$ cat src/rtl/fetch_sequencer_if.sv
// Fetch sequencer bus: PC commands, instruction/PC feedback and the
// datapath EXEC valid/done handshake.
//   master : the sequencer (drives PC commands and EXEC_*)
//   slave  : PC block, instruction memory and datapath
interface fetch_sequencer_if #(
    parameter int SHORT_W = 4
);
    logic [7:0]         INSTR;
    logic [7:0]         PC;
    logic               ZFLAG;
    logic               EXEC_DONE;
    logic               IncPC;
    logic               LoadPC;
    logic               SelPC;
    logic [7:0]         A;
    logic [SHORT_W-1:0] B;
    logic               EXEC_VALID;
    logic [7:0]         EXEC_OP;
    logic               HALTED;
    logic               STK_ERR;

    modport master (
        input  INSTR, PC, ZFLAG, EXEC_DONE,
        output IncPC, LoadPC, SelPC, A, B,
        output EXEC_VALID, EXEC_OP, HALTED, STK_ERR
    );

    modport slave (
        output INSTR, PC, ZFLAG, EXEC_DONE,
        input  IncPC, LoadPC, SelPC, A, B,
        input  EXEC_VALID, EXEC_OP, HALTED, STK_ERR
    );
endinterface

$ cat src/rtl/fetch_sequencer.sv
// Instruction-side sequencer: fetches/decodes opcodes, commands the PC
// block, runs jumps/branches/call/return and hands other ops to the datapath.
// Ports: CLK, CLB (async active-low reset), bus (fetch_sequencer_if.master:
//   INSTR/PC/ZFLAG/EXEC_DONE in; IncPC/LoadPC/SelPC/A/B, EXEC_VALID/EXEC_OP,
//   HALTED, STK_ERR out).
// Option: define CALL_STACK_EN for the STACK_DEPTH-entry return stack;
//   without it opcodes 0x4/0x5 go to the datapath and STK_ERR is 0.
module fetch_sequencer #(
    parameter int STACK_DEPTH = 4,
    parameter int SHORT_W     = 4
) (
    input logic                CLK,
    input logic                CLB,
    fetch_sequencer_if.master  bus
);

    typedef enum logic [2:0] {
        S_INIT,
        S_FETCH,
        S_DECODE,
        S_OPER,
        S_EXEC,
        S_HALT
    } state_t;

    state_t state_q;
    state_t nxt;

    logic [7:0] ir_q;
    logic [3:0] opc;

    logic               inc_c;
    logic               load_c;
    logic               sel_c;
    logic [7:0]         a_c;
    logic [SHORT_W-1:0] b_c;
    logic               valid_c;
    logic [7:0]         op_c;
    logic               halt_c;
    logic               push_c;
    logic               pop_c;
    logic               err_c;

    logic       dec_nop;
    logic       dec_jmps;
    logic       dec_oper;
    logic       dec_ret;
    logic       dec_ret_err;
    logic       dec_halt;
    logic       is_call;
    logic [7:0] top;

    assign opc = ir_q[7:4];

    // BRZ folds into NOP or JMPS depending on the zero flag.
    assign dec_nop  = (opc == 4'h0) || (opc == 4'h3 && !bus.ZFLAG);
    assign dec_jmps = (opc == 4'h1) || (opc == 4'h3 && bus.ZFLAG);
    assign dec_halt = (opc == 4'hF);

`ifdef CALL_STACK_EN
    localparam int SPW = $clog2(STACK_DEPTH + 1);
    localparam int IW  = (STACK_DEPTH > 1) ? $clog2(STACK_DEPTH) : 1;

    logic [7:0]     stk_q [STACK_DEPTH];
    logic [SPW-1:0] sp_q;
    logic           err_q;
    logic           full;
    logic [IW-1:0]  top_i;
    logic [IW-1:0]  push_i;
    logic [7:0]     ret_addr;

    assign full        = (sp_q == SPW'(STACK_DEPTH));
    assign top_i       = IW'(sp_q - 1'b1);
    assign push_i      = IW'(sp_q);
    assign top         = stk_q[top_i];
    // In OPER the PC points at the target byte, so return lands after it.
    assign ret_addr    = bus.PC + 8'd1;
    assign dec_oper    = (opc == 4'h2) || (opc == 4'h4);
    assign dec_ret     = (opc == 4'h5) && (sp_q != '0);
    assign dec_ret_err = (opc == 4'h5) && (sp_q == '0);
    assign is_call     = (opc == 4'h4);
`else
    assign top         = '0;
    assign dec_oper    = (opc == 4'h2);
    assign dec_ret     = 1'b0;
    assign dec_ret_err = 1'b0;
    assign is_call     = 1'b0;

    logic unused_stk;
    assign unused_stk = push_c | pop_c | err_c | (^bus.PC);
`endif

    always_comb begin
        inc_c   = 1'b0;
        load_c  = 1'b0;
        sel_c   = 1'b0;
        a_c     = '0;
        b_c     = '0;
        valid_c = 1'b0;
        op_c    = '0;
        halt_c  = 1'b0;
        push_c  = 1'b0;
        pop_c   = 1'b0;
        err_c   = 1'b0;
        nxt     = state_q;
        unique case (state_q)
            S_INIT: begin
                // IncPC with LoadPC is the PC-clear command.
                inc_c  = 1'b1;
                load_c = 1'b1;
                nxt    = S_FETCH;
            end
            S_FETCH: begin
                nxt = S_DECODE;
            end
            S_DECODE: begin
                nxt = S_FETCH;
                unique case (1'b1)
                    dec_nop: begin
                        inc_c = 1'b1;
                    end
                    dec_jmps: begin
                        load_c = 1'b1;
                        b_c    = SHORT_W'(ir_q[3:0]);
                    end
                    dec_oper: begin
                        inc_c = 1'b1;
                        nxt   = S_OPER;
                    end
                    dec_ret: begin
                        load_c = 1'b1;
                        sel_c  = 1'b1;
                        a_c    = top;
                        pop_c  = 1'b1;
                    end
                    dec_ret_err: begin
                        inc_c = 1'b1;
                        err_c = 1'b1;
                    end
                    dec_halt: begin
                        halt_c = 1'b1;
                        nxt    = S_HALT;
                    end
                    default: begin
                        nxt = S_EXEC;
                    end
                endcase
            end
            S_OPER: begin
                load_c = 1'b1;
                sel_c  = 1'b1;
                a_c    = bus.INSTR;
                push_c = is_call;
                nxt    = S_FETCH;
            end
            S_EXEC: begin
                valid_c = 1'b1;
                op_c    = ir_q;
                if (bus.EXEC_DONE) begin
                    inc_c = 1'b1;
                    nxt   = S_FETCH;
                end
            end
            S_HALT: begin
                halt_c = 1'b1;
            end
            default: begin
                nxt = S_INIT;
            end
        endcase
    end

    always_ff @(posedge CLK or negedge CLB) begin
        if (!CLB) begin
            state_q <= S_INIT;
            ir_q    <= '0;
`ifdef CALL_STACK_EN
            sp_q    <= '0;
            err_q   <= 1'b0;
            for (int i = 0; i < STACK_DEPTH; i++) begin
                stk_q[i] <= '0;
            end
`endif
        end else begin
            state_q <= nxt;
            if (state_q == S_FETCH) begin
                ir_q <= bus.INSTR;
            end
`ifdef CALL_STACK_EN
            // A full stack drops the push; the jump itself still happens.
            if (push_c) begin
                if (full) begin
                    err_q <= 1'b1;
                end else begin
                    stk_q[push_i] <= ret_addr;
                    sp_q          <= sp_q + 1'b1;
                end
            end
            if (pop_c) begin
                sp_q <= sp_q - 1'b1;
            end
            if (err_c) begin
                err_q <= 1'b1;
            end
`endif
        end
    end

    assign bus.IncPC      = inc_c;
    assign bus.LoadPC     = load_c;
    assign bus.SelPC      = sel_c;
    assign bus.A          = a_c;
    assign bus.B          = b_c;
    assign bus.EXEC_VALID = valid_c;
    assign bus.EXEC_OP    = op_c;
    assign bus.HALTED     = halt_c;
`ifdef CALL_STACK_EN
    assign bus.STK_ERR    = err_q;
`else
    assign bus.STK_ERR    = 1'b0;
`endif

endmodule

$ cat src/flat_wrapper.sv
// flat-port wrapper written by rule: the top's interface ports become plain ports
module fetch_sequencer_flat 
#(
    parameter int STACK_DEPTH = 4,
    parameter int SHORT_W     = 4
)
  (CLK, CLB, bus_INSTR, bus_PC, bus_ZFLAG, bus_EXEC_DONE, bus_IncPC, bus_LoadPC, bus_SelPC, bus_A, bus_B, bus_EXEC_VALID, bus_EXEC_OP, bus_HALTED, bus_STK_ERR);
  fetch_sequencer_if #(.SHORT_W(SHORT_W)) bus_i ();
  input logic CLK;
  input logic CLB;
  input wire logic [$bits(bus_i.INSTR)-1:0] bus_INSTR;
  input wire logic [$bits(bus_i.PC)-1:0] bus_PC;
  input wire logic [$bits(bus_i.ZFLAG)-1:0] bus_ZFLAG;
  input wire logic [$bits(bus_i.EXEC_DONE)-1:0] bus_EXEC_DONE;
  output wire logic [$bits(bus_i.IncPC)-1:0] bus_IncPC;
  output wire logic [$bits(bus_i.LoadPC)-1:0] bus_LoadPC;
  output wire logic [$bits(bus_i.SelPC)-1:0] bus_SelPC;
  output wire logic [$bits(bus_i.A)-1:0] bus_A;
  output wire logic [$bits(bus_i.B)-1:0] bus_B;
  output wire logic [$bits(bus_i.EXEC_VALID)-1:0] bus_EXEC_VALID;
  output wire logic [$bits(bus_i.EXEC_OP)-1:0] bus_EXEC_OP;
  output wire logic [$bits(bus_i.HALTED)-1:0] bus_HALTED;
  output wire logic [$bits(bus_i.STK_ERR)-1:0] bus_STK_ERR;
  assign bus_i.INSTR = bus_INSTR;
  assign bus_i.PC = bus_PC;
  assign bus_i.ZFLAG = bus_ZFLAG;
  assign bus_i.EXEC_DONE = bus_EXEC_DONE;
  assign bus_IncPC = bus_i.IncPC;
  assign bus_LoadPC = bus_i.LoadPC;
  assign bus_SelPC = bus_i.SelPC;
  assign bus_A = bus_i.A;
  assign bus_B = bus_i.B;
  assign bus_EXEC_VALID = bus_i.EXEC_VALID;
  assign bus_EXEC_OP = bus_i.EXEC_OP;
  assign bus_HALTED = bus_i.HALTED;
  assign bus_STK_ERR = bus_i.STK_ERR;
  fetch_sequencer #(.STACK_DEPTH(STACK_DEPTH), .SHORT_W(SHORT_W)) u_core (.CLK(CLK), .CLB(CLB), .bus(bus_i));
endmodule
$ cat config.mk
export PLATFORM = sky130hd
export DESIGN_NAME = fetch_sequencer_flat
export DESIGN_NICKNAME = d
export VERILOG_FILES = /design/src/rtl/fetch_sequencer_if.sv /design/src/rtl/fetch_sequencer.sv /design/src/flat_wrapper.sv
export SDC_FILE = /design/constraint.sdc
export NUM_CORES = 1
export LEC_CHECK = 0
export CORE_MARGIN = 10
export CORE_UTILIZATION = 39
export CTS_CLUSTER_DIAMETER = 100
export CTS_CLUSTER_SIZE = 12
export DETAILED_ROUTE_END_ITERATION = 6
export GPL_ROUTABILITY_DRIVEN = 0
export PLACE_DENSITY = 0.85
export SLEW_MARGIN = 20
export SYNTH_ARGS = -nofsm -noshare
export SYNTH_HDL_FRONTEND = slang
export SYNTH_SLANG_ARGS = --single-unit
$ cat constraint.sdc
create_clock -name CLK -period 4.3 [get_ports CLK]
set_clock_uncertainty 0.15 [all_clocks]
set_input_delay 0.43 -clock CLK [delete_from_list [all_inputs] [get_ports CLK]]
set_output_delay 0.43 -clock CLK [all_outputs]
set_load 0.1 [all_outputs]
==> After elaboration in Yosys (flattened, before gate mapping) <==
Cells that the tools add are included.
{ "word_totals": {"register_bits": 11, "out_inout_bits": 26, "elab_cells": 40} }
{ "classes": {"n_eq_ne": 10, "n_mux": 16, "bitwise_logic": 1, "n_reduce_logical": 11} }
{ "ops": {"columns": ["op", "count"], "rows": [
  ["$mux W8", 2],
  ["$pmux W3 S5", 1],
  ["$pmux W3 S3", 1],
  ["$eq A4 B2 Y1 const B", 2],
  ["$mux W4", 2],
  ["$eq A3 B2 Y1 const B", 2],
  ["$eq A3 B3 Y1 const B", 2],
  ["$mux W1", 6],
  ["$reduce_or A2 Y1", 3],
  ["$eq A4 B1 Y1 const B", 1],
  ["$eq A4 B4 Y1 const B", 1],
  ["$logic_not A4 Y1", 1],
  ["$pmux W1 S2", 2],
  ["$eq A3 B1 Y1 const B", 1],
  ["$logic_not A3 Y1", 1],
  ["$mux W3", 1],
  ["$pmux W1 S3", 1],
  ["$logic_and A1 B1 Y1", 2],
  ["$logic_or A1 B1 Y1", 2],
  ["$ne A2 B2 Y1 const B", 1],
  ["$reduce_and A2 Y1", 1],
  ["$logic_not A1 Y1", 1],
  ["$not A1 Y1", 1]
]} }

==> Depth between registers and ports, before layout <==
{ "logic_depth": {"word_depth": 6, "mapped_depth": 4} }

==> Least setup slack after synthesis <==
No wires, ideal clock.
{ "synth_timing": {"path_type": "input port to output port", "from": "input bus_ZFLAG", "to": "output bus_IncPC", "arrival_ns": 3.065, "required_time_ns": 3.720, "path_slack_ns": 0.655, "path_stages": 3, "path_cell_list": "nor2b_1 o21ai_0 a221oi_1"} }
{ "synth_between": {"elab_chain_len": 6} }
{ "synth_rtl": {"columns": ["item", "line_no", "rtl"], "rows": [
  ["from (decl)", "flat_wrapper.sv:13", "input wire logic [$bits(bus_i.ZFLAG)-1:0] bus_ZFLAG;"],
  ["$logic_not A1 Y1", "fetch_sequencer.sv:56", "assign dec_nop = (opc == 4'h0) || (opc == 4'h3 && !bus.ZFLAG);"],
  ["$logic_and A1 B1 Y1", "fetch_sequencer.sv:56", null],
  ["$logic_or A1 B1 Y1", "fetch_sequencer.sv:56", null],
  ["$reduce_or A2 Y1 (no line)", null, null],
  ["$mux W1", "fetch_sequencer.sv:118", "unique case (1'b1)"],
  ["$pmux W1 S3", "fetch_sequencer.sv:106", "unique case (state_q)"],
  ["to (decl)", "flat_wrapper.sv:15", "output wire logic [$bits(bus_i.IncPC)-1:0] bus_IncPC;"]
]} }
No other way between the ends.

==> Worst setup path in the final report <==
{ "layout_timing": {"from": "register u_core.state_q[1]", "to": "output bus_EXEC_OP[1]"} }
{ "layout_between": {"elab_chain_len": 2} }
{ "layout_rtl": {"columns": ["item", "line_no", "rtl"], "rows": [
  ["from (decl)", "fetch_sequencer.sv:26", "state_t state_q;"],
  ["from (signal assigned)", "fetch_sequencer.sv:185", "state_q <= nxt;"],
  ["$eq A3 B3 Y1", "fetch_sequencer.sv:106", null],
  ["$mux W8", "fetch_sequencer.sv:106", null],
  ["to (decl)", "flat_wrapper.sv:21", "output wire logic [$bits(bus_i.EXEC_OP)-1:0] bus_EXEC_OP;"]
]} }
No other way between the ends.

==> flow_summary.yaml <==
run_status:
  status: "finished clean"
clock_tree:
  htree_num_levels: 1
  insertion_delay_ns: 0.28
  clk_pin_slew_ns: 0.08
  cts_resized: 0
  root_buffer: "clkbuf_4"
  ctsHoldBuffers: 0
  cts_buffers: 3
  cts_sinks: 11
  cts_setup_buffers: 0
  cts_max_path_buffers: 2
  cts_tree: "done"
synth:
  postSynthCellCount: 70
  synth_edf_count: 0
  synth_cell_types: 27
  ys_ff_latch: 11
  ys_seq_area_share_pct: 37.41
  synth_warnings: 0
  synth_area_per_cell_um2: 10.51
  ys_async_sr_fraction_pct: 100.0
  syn_nets: 90
  ys.flop_type: "dfrtp_1"
  synth_area_um2: 735.7
worst_setup_path:
  crit_type: "register to output pin"
  critical_path.endpoint: "bus_EXEC_OP[1]"
  arrival_ns: 2.61
  r2r_end: "u_core.ir_q[7]"
  worst_ep_required_time_ns: 3.72
  worst_setup_path_end_kind: "output pin"
  cp-startpoint: "u_core.state_q[1]"
  slowest_delay_ns: 1.14
  slowest_stage: "clkdlybuf4s50_1"
  r2r_start: "u_core.state_q[1]"
  critical_path_buf_inv_count: 1
  cp_cell_sequence: "nand2b_1 > nor2_1 > and2_1 > clkdlybuf4s50_1"
  start_kind: "register"
  cp_top_family: "buffers and inverters"
  rr_worst_depth: 3
  path_max_fanout: 8
  rrSetupSlack_ns: 2.41
  cp.depth: 4
global_route:
  grt_pass1_vias: 711
  grt.overflow.total: 0
  gr-usage-all-layers_pct: 11.40
  grt_start_max_net_pins: 12
  grt_antenna_before_repair: 0
  grt_pass1_wl_um: 3567
route:
  dr.pass1.iters: 4
  detail_route.iter0.violations: 13
  via_per_inst: 5.061
  wl_per_cell_um: 17.19
  vias: 668
  drcViolationCount: 0
  routed_wl_um: 2269
  ant_nets: 0
floorplanning:
  fp.dieH_um: 63.43
  dieWidth_um: 63.43
  initial_core_util_pct: 41.70
  core-area_mm2: 0.001764
  top_level_ports: 46
  row_count: 15
  dieArea_mm2: 0.004023
timing:
  fin_ws_ns: 1.113
  tns_ns: 0
  max_slew_margin_pct: 33.49
  finalHoldViolCount: 0
  finalCriticalPeriod_ns: 3.187
  tightest_slew_ns: 0.9945
  rsz0062_at_grt: "no"
  drv_slew: 0
  fin_hold_ws_ns: 0.3335
  fmax_ghz: 0.3138
  finalCritPeriodShare_pct: 74.12
  final-setup-viol-count: 0
power_and_ir_drop:
  power_frac_clock_pct: 38.9
  seq_power_share_pct: 52.2
  leakage_nw: 0.4803
  internal_power_mw: 0.1487
  netSwitchingFraction_pct: 24.90
  p_switching_mw: 0.04931
  p_comb_share_pct: 8.9
  worst_ir_drop_vdd_mv: 0.1260
  p_per_area_mw_per_mm2: 177.0
  p_total_mw: 0.1980
cells_and_area:
  nNetsFinal: 128
  drive_gt1_share_pct: 18.69
  fin_cells: 132
  fin_area_mm2: 0.001119
  utilization_pct: 63.40
  area_growth_pct: 52.04
  num_antenna_cells: 0
placement:
  placed_cell_area_mm2: 0.001090
  port_buffers: 36
  dp_slack_ns: 1.426
  hpwl_um: 1781
  dp.cells: 128
run:
  max-cap-violations: 0
worst_hold_path:
  hold_class: "primary input to asynchronous set/reset pin"
## worst register-to-register path, cell delays in order, from the launching register on
cell and delay [ns]:
dfrtp_1 0.44, and2b_1 0.25, nor2b_2 0.59, mux2_4 0.36
## placed cells by master (no fill, tap or decap)
cell type and n:
or2b_1 1, clkdlybuf4s50_1 30, nor2_1 2, a221oi_1 1
buf_4 6, nor2b_2 1, nor3b_1 1, inv_1 1
conb_1 1, and2b_1 1, nor2b_1 2, clkbuf_1 1
clkbuf_4 3, o21ai_0 2, nand4_1 1, o21bai_1 1
nor3_1 3, o22ai_1 1, and2_1 19, a211oi_1 1
mux2_4 8, a31o_1 1, a31oi_1 1, nand2_1 1
and3b_1 1, nand2b_1 3, or3b_4 1, nor4b_4 1
dfrtp_1 11
## power by group through the flow
stage | Combinational, mW | Clock [mW] | Sequential, mW
3_5_place_dp | 0.0179 | 0 | 0.105
3_3_place_gp | 0.0174 | 0 | 0.105
5_1_grt | 0.0188 | 0.0795 | 0.103
4_1_cts | 0.0179 | 0.0765 | 0.103
2_1_floorplan | 0.00520 | 0 | 0.105
6_report | 0.0176 | 0.0770 | 0.103
## synth_stat cells (2+ instances only)
cell type  instances  area [um2]
nor2b_1            3       18.77
and2_1            19       118.9
o21ai_0            2       10.01
nand2b_1           3       18.77
nor3_1             3       15.01
nor2_1             2       7.510
mux2_4             8       120.1
dfrtp_1           11       275.3
## logic make-up (layout without fill, tap and decap cells)
family / after synthesis / in the layout / synth area share [%]
and+or+nand+nor: 38 / 38 / 34.69
muxes: 8 / 8 / 16.33
AOI/OAI and AO/OA: 8 / 8 / 7.485
buffers and inverters: 4 / 41 / 3.571
DFF: 11 / 11 / 37.41
other: 1 / 1 / 0.5097
## registers in the layout, summed over array words and instances, names as in the netlist
| register | cells |
|---|---|
| u_core.state_q | 3 |
| u_core.ir_q | 8 |
## worst min-delay path by stage
stage	to	slack, ns	depth (start not counted)
2_1_floorplan	u_core.ir_q[0]	-0.02	0
3_3_place_gp	u_core.ir_q[0]	0.36	1
3_5_place_dp	u_core.ir_q[3]	0.37	1
4_1_cts	u_core.ir_q[2]	0.36	1
5_1_grt	u_core.ir_q[2]	0.38	1
6_report	u_core.ir_q[2]	0.33	1
## final cells by class
class | count | area, um2
Clock buffer | 4 | 26.28
Fill cell | 166 | 645.6
Inverter | 1 | 3.754
Multi-Input combinational cell | 55 | 436.7
Sequential cell | 11 | 275.3
Tap cell | 25 | 31.28
Timing Repair Buffer | 36 | 345.3
## layer usage
layer	routed length [um]	global-route usage, %	vias up
li1	-	-	313
met2	1150	19.47	23
met5	0	0	-
met1	914	11.51	326
met3	139	3.887	6
met4	64	7.377	0
(Power assumes the default switching activity.)
